**src/rtl/saph_raster_pkg.sv**
```systemverilog
// Shared types for the raster walker: FSM state encoding and coordinate types.
package saph_raster_pkg;

    localparam int unsigned SAPH_XW = 11;
    localparam int unsigned SAPH_YW = 11;

    typedef logic [SAPH_XW-1:0] saph_x_t;
    typedef logic [SAPH_YW-1:0] saph_y_t;

    typedef enum logic [2:0] {
        ST_IDLE     = 3'd0,
        ST_ROW_LOAD = 3'd1,
        ST_ROW_WAIT = 3'd2,
        ST_PIX_LOAD = 3'd3,
        ST_PIX_WAIT = 3'd4,
        ST_EMIT     = 3'd5,
        ST_STEP     = 3'd6
    } saph_raster_state_e;

endpackage

```
**src/rtl/saph_raster_walker.sv**
```systemverilog
// Bounding-box raster walker: drives a row and a pixel edge-function
// incrementer, tests coverage per pixel and emits covered fragments in
// raster order. Optional macro SAPH_RASTER_EARLY_EXIT_EN ends a row at the
// first uncovered pixel following a covered one (convex span).
module saph_raster_walker
    import saph_raster_pkg::*;
#(
    parameter int unsigned EDGES = 3,
    parameter int unsigned XW    = SAPH_XW,
    parameter int unsigned YW    = SAPH_YW
) (
    input  logic             clk,
    input  logic             rst,
    input  logic             start,
    input  logic [XW-1:0]    bbox_x0,
    input  logic [XW-1:0]    bbox_x1,
    input  logic [YW-1:0]    bbox_y0,
    input  logic [YW-1:0]    bbox_y1,
    output logic             busy,
    output logic             done,
    output logic             row_latch,
    output logic [EDGES-1:0] row_count,
    input  logic             row_ready,
    output logic             pix_latch,
    output logic [EDGES-1:0] pix_count,
    input  logic             pix_ready,
    input  logic [EDGES-1:0] edge_neg,
    output logic             frag_valid,
    input  logic             frag_ready,
    output logic [XW-1:0]    frag_x,
    output logic [YW-1:0]    frag_y
);

    saph_raster_state_e state_q, state_d;
    logic [XW-1:0] x0_q, x0_d, x1_q, x1_d, x_q, x_d;
    logic [YW-1:0] y1_q, y1_d, y_q, y_d;
    logic          busy_q, busy_d, done_q, done_d;
    logic          row_latch_q, row_latch_d, row_count_q, row_count_d;
    logic          pix_latch_q, pix_latch_d, pix_count_q, pix_count_d;
    logic          frag_valid_q, frag_valid_d;
    logic [XW-1:0] frag_x_q, frag_x_d;
    logic [YW-1:0] frag_y_q, frag_y_d;
    logic          do_step;
    logic          end_row;
`ifdef SAPH_RASTER_EARLY_EXIT_EN
    logic          row_hit_q, row_hit_d;
`endif

    // Next-state, counters and registered-output decode.
    always_comb begin
        state_d      = state_q;
        x0_d         = x0_q;
        x1_d         = x1_q;
        y1_d         = y1_q;
        x_d          = x_q;
        y_d          = y_q;
        busy_d       = busy_q;
        done_d       = 1'b0;
        row_latch_d  = 1'b0;
        row_count_d  = 1'b0;
        pix_latch_d  = 1'b0;
        pix_count_d  = 1'b0;
        frag_valid_d = frag_valid_q;
        frag_x_d     = frag_x_q;
        frag_y_d     = frag_y_q;
        do_step      = 1'b0;
        end_row      = 1'b0;
`ifdef SAPH_RASTER_EARLY_EXIT_EN
        row_hit_d    = row_hit_q;
`endif

        case (state_q)
            ST_IDLE: begin
                // busy stays high through the done cycle, so start is ignored there
                busy_d = 1'b0;
                if (start && !busy_q) begin
                    x0_d        = bbox_x0;
                    x1_d        = bbox_x1;
                    y1_d        = bbox_y1;
                    x_d         = bbox_x0;
                    y_d         = bbox_y0;
                    busy_d      = 1'b1;
                    row_latch_d = 1'b1;
                    state_d     = ST_ROW_LOAD;
`ifdef SAPH_RASTER_EARLY_EXIT_EN
                    row_hit_d   = 1'b0;
`endif
                end
            end
            ST_ROW_LOAD: begin
                state_d = ST_ROW_WAIT;
            end
            ST_ROW_WAIT: begin
                // ready is stale while a row pulse is still on the wire
                if (!row_latch_q && !row_count_q && row_ready) begin
                    pix_latch_d = 1'b1;
                    x_d         = x0_q;
                    state_d     = ST_PIX_LOAD;
                end
            end
            ST_PIX_LOAD: begin
                state_d = ST_PIX_WAIT;
            end
            ST_PIX_WAIT: begin
                if (!pix_latch_q && !pix_count_q && pix_ready) begin
                    if (edge_neg == '0) begin
                        frag_valid_d = 1'b1;
                        frag_x_d     = x_q;
                        frag_y_d     = y_q;
                        state_d      = ST_EMIT;
`ifdef SAPH_RASTER_EARLY_EXIT_EN
                        row_hit_d    = 1'b1;
`endif
                    end else begin
                        state_d = ST_STEP;
                    end
                end
            end
            ST_EMIT: begin
                // the step is folded into the handshake cycle
                if (frag_ready) begin
                    frag_valid_d = 1'b0;
                    do_step      = 1'b1;
                end
            end
            ST_STEP: begin
                do_step = 1'b1;
`ifdef SAPH_RASTER_EARLY_EXIT_EN
                // only uncovered pixels reach this state
                end_row = row_hit_q;
`endif
            end
            default: begin
                state_d = ST_IDLE;
            end
        endcase

        // Advance to next pixel, next row, or finish.
        if (do_step) begin
            if (!end_row && (x_q < x1_q)) begin
                x_d         = x_q + XW'(1);
                pix_count_d = 1'b1;
                state_d     = ST_PIX_WAIT;
            end else if (y_q < y1_q) begin
                y_d         = y_q + YW'(1);
                row_count_d = 1'b1;
                state_d     = ST_ROW_WAIT;
`ifdef SAPH_RASTER_EARLY_EXIT_EN
                row_hit_d   = 1'b0;
`endif
            end else begin
                done_d  = 1'b1;
                state_d = ST_IDLE;
            end
        end
    end

    // State, coordinate and output registers.
    always_ff @(posedge clk) begin
        if (rst) begin
            state_q      <= ST_IDLE;
            x0_q         <= '0;
            x1_q         <= '0;
            y1_q         <= '0;
            x_q          <= '0;
            y_q          <= '0;
            busy_q       <= 1'b0;
            done_q       <= 1'b0;
            row_latch_q  <= 1'b0;
            row_count_q  <= 1'b0;
            pix_latch_q  <= 1'b0;
            pix_count_q  <= 1'b0;
            frag_valid_q <= 1'b0;
            frag_x_q     <= '0;
            frag_y_q     <= '0;
`ifdef SAPH_RASTER_EARLY_EXIT_EN
            row_hit_q    <= 1'b0;
`endif
        end else begin
            state_q      <= state_d;
            x0_q         <= x0_d;
            x1_q         <= x1_d;
            y1_q         <= y1_d;
            x_q          <= x_d;
            y_q          <= y_d;
            busy_q       <= busy_d;
            done_q       <= done_d;
            row_latch_q  <= row_latch_d;
            row_count_q  <= row_count_d;
            pix_latch_q  <= pix_latch_d;
            pix_count_q  <= pix_count_d;
            frag_valid_q <= frag_valid_d;
            frag_x_q     <= frag_x_d;
            frag_y_q     <= frag_y_d;
`ifdef SAPH_RASTER_EARLY_EXIT_EN
            row_hit_q    <= row_hit_d;
`endif
        end
    end

    assign busy       = busy_q;
    assign done       = done_q;
    assign row_latch  = row_latch_q;
    assign row_count  = {EDGES{row_count_q}};
    assign pix_latch  = pix_latch_q;
    assign pix_count  = {EDGES{pix_count_q}};
    assign frag_valid = frag_valid_q;
    assign frag_x     = frag_x_q;
    assign frag_y     = frag_y_q;

endmodule

```
**config.mk**
```make
export PLATFORM = sky130hd
export DESIGN_NAME = saph_raster_walker
export DESIGN_NICKNAME = d
export VERILOG_FILES = /design/src/rtl/saph_raster_pkg.sv /design/src/rtl/saph_raster_walker.sv
export SDC_FILE = /design/constraint.sdc
export NUM_CORES = 1
export LEC_CHECK = 0
export CELL_PAD_IN_SITES_DETAIL_PLACEMENT = 0
export CELL_PAD_IN_SITES_GLOBAL_PLACEMENT = 2
export CORE_MARGIN = 5
export CORE_UTILIZATION = 33
export CTS_BUF_LIST = sky130_fd_sc_hd__clkbuf_4 sky130_fd_sc_hd__clkbuf_8
export DETAILED_ROUTE_END_ITERATION = 12
export HOLD_SLACK_MARGIN = 0.1
export PLACE_DENSITY_LB_ADDON = 0.1
export REMOVE_ABC_BUFFERS = 1
export SLEW_MARGIN = 20
export SYNTH_ARGS = -nofsm -noshare
export SYNTH_HDL_FRONTEND = slang
export SYNTH_SLANG_ARGS = --single-unit
```
**constraint.sdc**
```tcl
create_clock -name clk -period 3.4 [get_ports clk]
set_clock_uncertainty 0.15 [all_clocks]
set_input_delay 0.34 -clock clk [delete_from_list [all_inputs] [get_ports clk]]
set_output_delay 0.34 -clock clk [all_outputs]
set_load 0.02 [all_outputs]
```
# Word level (Yosys, flattened, before mapping)
# Index checks and enable logic that the tools add are counted.
dict set report op_classes {
  shifts 0
  bitwise 3
  div_mod_pow 0
  eq_ne 13
  magnitude_cmp 2
  n_addsub 2
  muxes 29
  multipliers 0
  n_reduce_logical 22
}
# cell n
set ops {}
lappend ops {{11-bit two-way mux} 9}
lappend ops {{11-bit by 1-bit adder with 11-bit output (second input constant)} 2}
lappend ops {{11-bit < comparator} 2}
lappend ops {{11-bit case mux with 2 select lines} 1}
lappend ops {{3-bit case mux with 6 select lines} 1}
lappend ops {{3-bit two-way mux} 5}
lappend ops {{3-bit == test (second input constant)} 3}
lappend ops {{1-bit two-way mux} 9}
lappend ops {{3-bit != test (second input constant)} 3}
lappend ops {{4-bit AND reduction} 2}
lappend ops {{2-bit OR reduction} 4}
lappend ops {{3-bit by 2-bit == test with 1-bit output (second input constant)} 2}
lappend ops {{3-bit logical NOT} 2}
lappend ops {{2-bit != test (second input constant)} 3}
lappend ops {{1-bit logical AND} 5}
lappend ops {{1-bit logical NOT} 5}
lappend ops {{2-bit two-way mux} 2}
lappend ops {{1-bit case mux with 2 select lines} 2}
lappend ops {{3-bit by 1-bit == test with 1-bit output (second input constant)} 1}
lappend ops {{1-bit inverter} 3}
lappend ops {{3-bit AND reduction} 1}
lappend ops {{3-bit OR reduction} 1}
lappend ops {{2-bit by 1-bit != test with 1-bit output (second input constant)} 1}
lappend ops {{2-bit AND reduction} 1}
lappend ops {{2-bit nonzero test} 1}
dict set report word_totals {
  rom_bits 0
  wordCells 86
  memories 0
  ff_bits 87
  latchBits 0
  ramBits 0
  in_bits 53
}

# Logic depth before layout (Yosys ltp)
# Gate-level depths: netlist (run 1).
dict set report logic_depth {
  ltp_word 7
  ltp_mapped 10
  depth_no_buf 8
}

# Worst setup path before layout (run 1)
# Ideal clock, no wire load.
dict set report synth_path {
  kind {reg-to-reg}
  startpoint {register x_q[6]}
  endpoint {register y_q[4]}
  t_arrival_ns 1.941
  required_time_ns 3.128
  slack_ns 1.187
  synth_period_minus_slack_ns 2.213
  n_path_buf 1
  setup_time_ns 0.122
  stages_incl_launch_ff 9
  path_cell_list {dfxtp_1 > ha_1 > a21oi_1 > o221ai_1 > a211o_1 > nand4_2 > buf_4 > o21ai_0 > a221o_1}
}
dict set report synth_via {
  elab_chain_len 3
}
# element line
set synth_lines {}
lappend synth_lines {{from (decl)} saph_raster_walker.sv:35} ;# logic [XW-1:0] x0_q, x0_d, x1_q, x1_d, x_q, x_d;
lappend synth_lines {{from (signal assigned)} saph_raster_walker.sv:165} ;# x_q <= '0;
lappend synth_lines {{from (signal assigned)} saph_raster_walker.sv:184} ;# x_q <= x_d;
lappend synth_lines {{11-bit < comparator} saph_raster_walker.sv:140} ;# if (!end_row && (x_q < x1_q)) begin
lappend synth_lines {{11-bit two-way mux} saph_raster_walker.sv:140}
lappend synth_lines {{11-bit two-way mux} saph_raster_walker.sv:139} ;# if (do_step) begin
lappend synth_lines {{to (signal assigned)} saph_raster_walker.sv:185} ;# y_q <= y_d;
lappend synth_lines {{to (decl)} saph_raster_walker.sv:36} ;# logic [YW-1:0] y1_q, y1_d, y_q, y_d;
# No other way between the ends.
# A chain may end at the register's enable or synchronous reset.

# Worst setup path in the final report (run 1)
# Same ends and word-level chain as after synthesis.

==> results.toml, run 1 <==
[routing]
route.detailed.drc = 0
final_antenna_net_count = 0
drt_first_pass_iters = 4
totalWireLength_mm = 11.9
vias_per_cell = 4.90
post_drt_wl_per_cell_um = 14.7
drt_iter0_drc = 192
vias = 3975

[logic_synthesis]
dominantRegCellSynth = "sky130_fd_sc_hd__dfxtp_1"
synth-warning-count = 0
synthTopCellsByArea = "sky130_fd_sc_hd__dfxtp_1 40%, sky130_fd_sc_hd__nand2_1 14%, sky130_fd_sc_hd__a21oi_1 8.2%"
post_synth_inst_count = 567
yosysTopAreaCellShare_pct = 40.1
asyncSetResetFlopFracSynth_pct = 0
post_synth_instance_area_um2 = 4340
ys_types = 47
flop_and_latch_count_out_of_synthesis = 87
yosysSeqAreaShare_pct = 40.1
post-synth-top-area-cell = "sky130_fd_sc_hd__dfxtp_1"
synth_area_per_cell_um2 = 7.66
synth_enable_flop_cells = 0

[sta]
timing.final.setup_violations = 0
fin_crit_sh_pct = 79.4
final.setup.tns_ns = 0
grt_setup_unrepaired = "no"
finalMaxSlewViolations = 0
worst-slew-pin-transition_ns = 0.852
max_clock_freq_mhz = 370
count_of_final_hold_check_violations = 0
final.min_clock_period_ns = 2.70
slew-limit-headroom_pct = 43.2

[cts]
post_cts_buffers = 0
post_cts_resize_count = 0
htreeDepth = 3
clk_root_buffer_cell = "sky130_fd_sc_hd__clkbuf_8"
ctsLongestPathBuffers = 2
cts.clk_slew.worst_paths_ns = 0.09
tritoncts_num_sinks = 87
clk-insertion-delay-late_ns = 0.37
cts_buffer_count = 9
cts-hold-fix-buffers = 0
cts_tree = "built"

[die]
die_outline_area_um2 = 15600
floorplan.initialDensity_pct = 33.2
dieHeight_um = 125
floorplan.core_area_um2 = 13100
ioPinCount = 86
die_width_um = 125
num_rows = 42

[power]
power_density_nw_per_um2 = 665
power.static_leakage_uw = 0.00197
vdd.ir_drop.worst_v = 0.000192

[final_layout]
fill_cells = 1388
layout-area-overhead-vs-synth_pct = 25.6
post_route_cells_drive_above_1_share_pct = 5.04
seqCellArea_um2 = 1740
finish.net_count = 705
fin_area_um2 = 5460
antenna-diode-count = 0
multiInputGateArea_um2 = 2300

[placement]
placement_cell_area_um2 = 5270
detailed_place_hpwl_mm = 8.41
globalplace.congestion = 0.774
port_buffers = 85

[worst_setup_path]
worstPathRequired_ns = 3.51
worst-r2r-setup-slack_ns = 0.70
crit_arrival_ns = 2.81
startpoint_type = "flop"
critical_path.reg2reg.startpoint = "x_q[6]$_SDFF_PP0_"
cp-startpoint = "x_q[6]$_SDFF_PP0_"
worst_setup_path_end_kind = "flop"
crit_path_max_fanout = 14
critical_path_class = "reg -> reg"

[min_path]
hold_path_startpoint = "frag_x[8]$_SDFFE_PP0P_"
holdCritPathClass = "reg -> reg"

[outcome]
status = "finished, final reports clean"

[global_routing]
antenna_found_initial = 0
grt_overflow_total = 0
global_route_wire_length_before_repair_mm = 19.6
grt_max_degree = 43
grt_pass1_vias = 3870
grt.total_usage_pct = 15.6

[run]
max-cap-violations = 0
==> cells in the mapped netlist, drive strengths merged, types with 3 or more instances <==
| cell type | instances |
|---|---|
| nor3b | 3 |
| nor2b | 4 |
| buf | 25 |
| a21oi | 71 |
| and2 | 5 |
| xnor2 | 7 |
| or3b | 3 |
| nand2b | 6 |
| nand3 | 9 |
| nand4 | 5 |
| dfxtp | 87 |
| o31ai | 6 |
| a22oi | 11 |
| o21ai | 8 |
| clkbuf | 18 |
| a311oi | 12 |
| and3 | 6 |
| nor2 | 30 |
| nand2 | 159 |
| ha | 22 |
| inv | 23 |
| a221o | 4 |
| a31oi | 4 |
| nor3 | 11 |
| a2bb2oi | 5 |
==> power breakdown <==
part,internal [uW],switching (uW)
Clock,320,373
Combinational,625,821
Sequential,1230,257
==> area by class of cell <==
type                            instances  area share, %
Tap cell                              176           4.04
Inverter                               23           1.58
Clock inverter                          3          0.321
Timing Repair Buffer                   95           16.9
Sequential cell                        87           31.9
Clock buffer                           13           3.05
Multi-Input combinational cell        414           42.2
==> through the flow <==
| step | power (uW) | utilization, % | setup WS (ns) | cells | hold slack, ns |
|---|---|---|---|---|---|
| 2_1_floorplan | 2460 | - | 0.394 | 524 | 0.259 |
| 6_report | 3630 | 41.7 | 0.699 | 811 | 0.305 |
| 3_5_place_dp | 2980 | 40.3 | 0.716 | 795 | 0.296 |
| 4_1_cts | 3690 | 41.7 | 0.694 | 811 | 0.308 |
| 5_1_grt | 3970 | 41.7 | 0.408 | 811 | 0.331 |
| 3_3_place_gp | 2960 | 40.3 | 0.750 | 795 | 0.291 |
==> cells by family after synthesis <==
kind of cell	synth area share (%)
compound gates	19.5
xor+xnor	1.82
fa+ha+maj	6.34
buf+inv	6.89
flops	40.1
mux	0.230
simple gates	25.2
==> cells in the final DEF (no fill, tap or decap), drive strengths merged, types with 4 or more instances in the layout <==
cell type      instances
clkdlybuf4s50         84
a221o                  4
inv                   23
o31ai                  6
and3                   6
nor2b                  4
a2bb2oi                5
nand2                159
o21ai                  8
xnor2                  7
a31oi                  4
nand3                  9
dfxtp                 87
nand2b                 6
nor3                  11
ha                    22
nor2                  30
a22oi                 11
a311oi                12
buf                   11
a21oi                 71
and2                   5
clkbuf                13
nand4                  5
==> sequential cells by signal, indices dropped and copies added (netlist names) <==
signal and cells:
busy 1, done 1, frag_valid 1, frag_x 11, frag_y 11, pix_count_q 1, pix_latch 1, row_count_q 1
row_latch 1, state_q 3, x0_q 11, x1_q 11, x_q 11, y1_q 11, y_q 11
==> worst paths after layout <==
check                                         endpoint  cells past startpoint
worst max-delay path                 y_q[4]$_SDFF_PP0_                      8
worst min register to register  frag_x[8]$_SDFFE_PP0P_                      2
worst min-delay path            frag_x[8]$_SDFFE_PP0P_                      2
worst max register to register       y_q[4]$_SDFF_PP0_                      8
==> critical path, stage by stage, from the launching register on <==
cell                       delay, ns
sky130_fd_sc_hd__dfxtp_1        0.49
sky130_fd_sc_hd__ha_1           0.30
sky130_fd_sc_hd__a21oi_1        0.16
sky130_fd_sc_hd__o221ai_1       0.13
sky130_fd_sc_hd__a211o_1        0.37
sky130_fd_sc_hd__nand4_2        0.29
sky130_fd_sc_hd__buf_4          0.25
sky130_fd_sc_hd__o21ai_0        0.10
sky130_fd_sc_hd__a221o_1        0.35
==> routing by layer <==
metal / global-route usage, % / vias to the layer above / wire length (um)
met5: 0 / - / 0
met4: 5.80 / 0 / 166
met3: 3.22 / 11 / 431
met2: 26.0 / 63 / 5710
met1: 19.9 / 1844 / 5580
li1: - / 2057 / -
(Power assumes the default switching activity.)
==> run 2: changes to the inputs <==
--- a/config.mk
+++ b/config.mk
@@ -8,7 +8,7 @@
 export CELL_PAD_IN_SITES_DETAIL_PLACEMENT = 0
 export CELL_PAD_IN_SITES_GLOBAL_PLACEMENT = 2
 export CORE_MARGIN = 5
-export CORE_UTILIZATION = 33
+export CORE_UTILIZATION = 27
 export CTS_BUF_LIST = sky130_fd_sc_hd__clkbuf_4 sky130_fd_sc_hd__clkbuf_8
 export DETAILED_ROUTE_END_ITERATION = 12
 export HOLD_SLACK_MARGIN = 0.1
==> constraint.sdc (replaced) <==
create_clock -name clk -period 2.25 [get_ports clk]
set_clock_uncertainty 0.15 [all_clocks]
set_input_delay 0.225 -clock clk [delete_from_list [all_inputs] [get_ports clk]]
set_output_delay 0.225 -clock clk [all_outputs]
set_load 0.02 [all_outputs]
==> run 2 against run 1 <==
The flow now finishes with violations (setup timing). Setup slack worse by 0.71 ns. Largest power group is now combinational logic. Sequential power is 42% higher. Highest routed layer unchanged. Critical path depth stayed put. Clock power is 47% higher. Routed wire length is 15% higher. Global-route usage is 0.85 points lower. Fmax is 19% higher. First-iteration DRC count is 38% higher. Core utilization is 3.6 points lower.
==> results.toml, run 2 (same netlist as run 1, synthesis figures left out) <==
[global_routing]
antenna_found_initial = 0
global_route_wire_length_before_repair_mm = 21.7
grt_max_degree = 81
grt.total_usage_pct = 14.7
grt_pass1_vias = 4239
grt_overflow_total = 0

[cts]
cts.clk_slew.worst_paths_ns = 0.09
tritoncts_num_sinks = 87
ctsLongestPathBuffers = 2
clk_root_buffer_cell = "sky130_fd_sc_hd__clkbuf_8"
cts_buffer_count = 9
htreeDepth = 3
cts_tree = "built"
clk-insertion-delay-late_ns = 0.37
cts-hold-fix-buffers = 0

[sta]
count_of_final_hold_check_violations = 0
grt_setup_unrepaired = "yes"
max_clock_freq_mhz = 441
finalMaxSlewViolations = 0
timing.final.setup_violations = 1
worst-slew-pin-transition_ns = 0.524
slew-limit-headroom_pct = 65.0
fin_crit_sh_pct = 101
finalWorstSetupSlack_ns = -0.0156
final.min_clock_period_ns = 2.27

[final_layout]
antenna-diode-count = 0
fill_cells = 1665
commonest_non_fill_non_tap_cell_in_the_layout = "sky130_fd_sc_hd__nand2_1"
layout-area-overhead-vs-synth_pct = 38.8
layout_common_cells = "159 x sky130_fd_sc_hd__nand2_1, 84 x sky130_fd_sc_hd__clkdlybuf4s50_1, 77 x sky130_fd_sc_hd__dfxtp_1, 66 x sky130_fd_sc_hd__a21oi_1, 45 x sky130_fd_sc_hd__buf_4"
post_route_cells_drive_above_1_share_pct = 16.7
finalCoreUtilization_pct = 38.1
seqCellArea_um2 = 1750
fin_area_um2 = 6030
multiInputGateArea_um2 = 2470
finish.net_count = 747

[routing]
post_drt_wl_per_cell_um = 15.2
drt_first_pass_iters = 4
drt_iter0_drc = 265
final_antenna_net_count = 0
vias_per_cell = 4.76
totalWireLength_mm = 13.6
vias = 4249
route.detailed.drc = 0

[worst_setup_path]
worst-r2r-setup-slack_ns = -0.02
worst_setup_path_end_kind = "flop"
critical_path.reg2reg.startpoint = "x1_q[9]$_SDFFE_PP0P_"
critical_path_class = "reg -> reg"
worstPathRequired_ns = 2.40
worstRegToRegCells = 8
worstReg2RegEnd = "y_q[5]$_SDFF_PP0_"
startpoint_type = "flop"
crit_arrival_ns = 2.41
crit_path_max_fanout = 8

[run]
max-cap-violations = 0

[die]
die_outline_area_um2 = 18700
ioPinCount = 86
dieHeight_um = 137
num_rows = 46
floorplan.core_area_um2 = 15800
floorplan.initialDensity_pct = 27.4
die_width_um = 137

[placement]
port_buffers = 85
globalplace.congestion = 0.833
detailed_place_hpwl_mm = 9.42
placement_cell_area_um2 = 5630

[power]
power.static_leakage_uw = 0.00221
power_density_nw_per_um2 = 1060
vdd.ir_drop.worst_v = 0.000330

[outcome]
failed_checks = "setup timing"
status = "finished with violations"

[min_path]
hold_path_startpoint = "rst"
hold-path-cell-count = 3
holdCritPathClass = "in -> reg"
holdPathEnd = "row_count_q$_SDFF_PP0_"
run 2: cell count changes in the layout (fill, tap and decap cells not counted), moves of 3 or more:
| cell | before | now |
|---|---|---|
| sky130_fd_sc_hd__buf_4 | 10 | 45 |
| sky130_fd_sc_hd__dfxtp_1 | 87 | 77 |
| sky130_fd_sc_hd__dfxtp_2 | 0 | 10 |
| sky130_fd_sc_hd__ha_1 | 22 | 16 |
| sky130_fd_sc_hd__ha_4 | 0 | 6 |
| sky130_fd_sc_hd__a21oi_1 | 71 | 66 |
| sky130_fd_sc_hd__inv_1 | 23 | 18 |
| sky130_fd_sc_hd__inv_2 | 0 | 5 |
| sky130_fd_sc_hd__a21oi_2 | 0 | 4 |
| sky130_fd_sc_hd__buf_6 | 0 | 4 |
| sky130_fd_sc_hd__nor3_1 | 11 | 7 |
| sky130_fd_sc_hd__nor3_2 | 0 | 4 |
| sky130_fd_sc_hd__o21ai_0 | 8 | 5 |
| sky130_fd_sc_hd__o21ai_1 | 0 | 3 |
run 2: how the worst max path moves through the flow:
stage | cells after the start | endpoint | start
after floorplan | 5 | x_q[0]$_SDFF_PP0_ | busy$_SDFFE_PP0P_
after global placement | 9 | y_q[3]$_SDFF_PP0_ | x1_q[6]$_SDFFE_PP0P_
after detailed placement | 9 | y_q[3]$_SDFF_PP0_ | x1_q[6]$_SDFFE_PP0P_
after CTS | 9 | y_q[10]$_SDFF_PP0_ | y1_q[10]$_SDFFE_PP0P_
after global routing | 8 | y_q[5]$_SDFF_PP0_ | x1_q[9]$_SDFFE_PP0P_
final | 8 | y_q[5]$_SDFF_PP0_ | x1_q[9]$_SDFFE_PP0P_
run 2: routing by layer:
metal | wire length, um | global-route usage [%]
met4 | 226 | 5.27
met1 | 6110 | 18.7
met3 | 522 | 2.28
met5 | 0 | 0
met2 | 6760 | 25.4
run 2: final cells by class:
class	count	area share, %
multi-input cells	414	41.1
flip-flops and latches	87	29.1
repair buffers	137	21.1
well taps	216	4.48
clock buffers	12	2.43
inverters	23	1.43
clock inverters	4	0.374
run 2: what timing repair did:
item                       CTS  global route
setup buffers                0             3
resized for setup           13            35
pin swaps                    5            13
setup endpoints to repair   13            24
gates cloned                 0             1
run 2: critical path, stage by stage (launching register included):
cell and delay (ns):
sky130_fd_sc_hd__dfxtp_2 0.35, sky130_fd_sc_hd__inv_2 0.05, sky130_fd_sc_hd__ha_4 0.25, sky130_fd_sc_hd__nand4_1 0.19, sky130_fd_sc_hd__o221ai_2 0.22, sky130_fd_sc_hd__a211o_1 0.22, sky130_fd_sc_hd__nand4_4 0.17, sky130_fd_sc_hd__or3b_1 0.42
sky130_fd_sc_hd__a41oi_2 0.18
run 2: where the power goes:
part | switching, uW | leakage [uW] | total (uW) | internal, uW
combinational | 1740 | 0.00141 | 3250 | 1510
sequential | 231 | 0.000713 | 2110 | 1870
clock | 587 | 0.0000904 | 1020 | 434
run 2: through the flow:
| stage | setup WS, ns | TNS, ns | cells | power [uW] | hold slack, ns |
|---|---|---|---|---|---|
| floorplan | -0.756 | -20.85 | 524 | 3720 | 0.144 |
| global placement | -0.0653 | -0.386 | 873 | 4910 | 0.292 |
| detailed placement | -0.127 | -1.20 | 873 | 4940 | 0.294 |
| CTS | 0.00181 | 0 | 889 | 6110 | 0.213 |
| global route | -0.107 | -0.883 | 893 | 6870 | 0.248 |
| finish | -0.0156 | -0.0156 | 893 | 6370 | 0.218 |
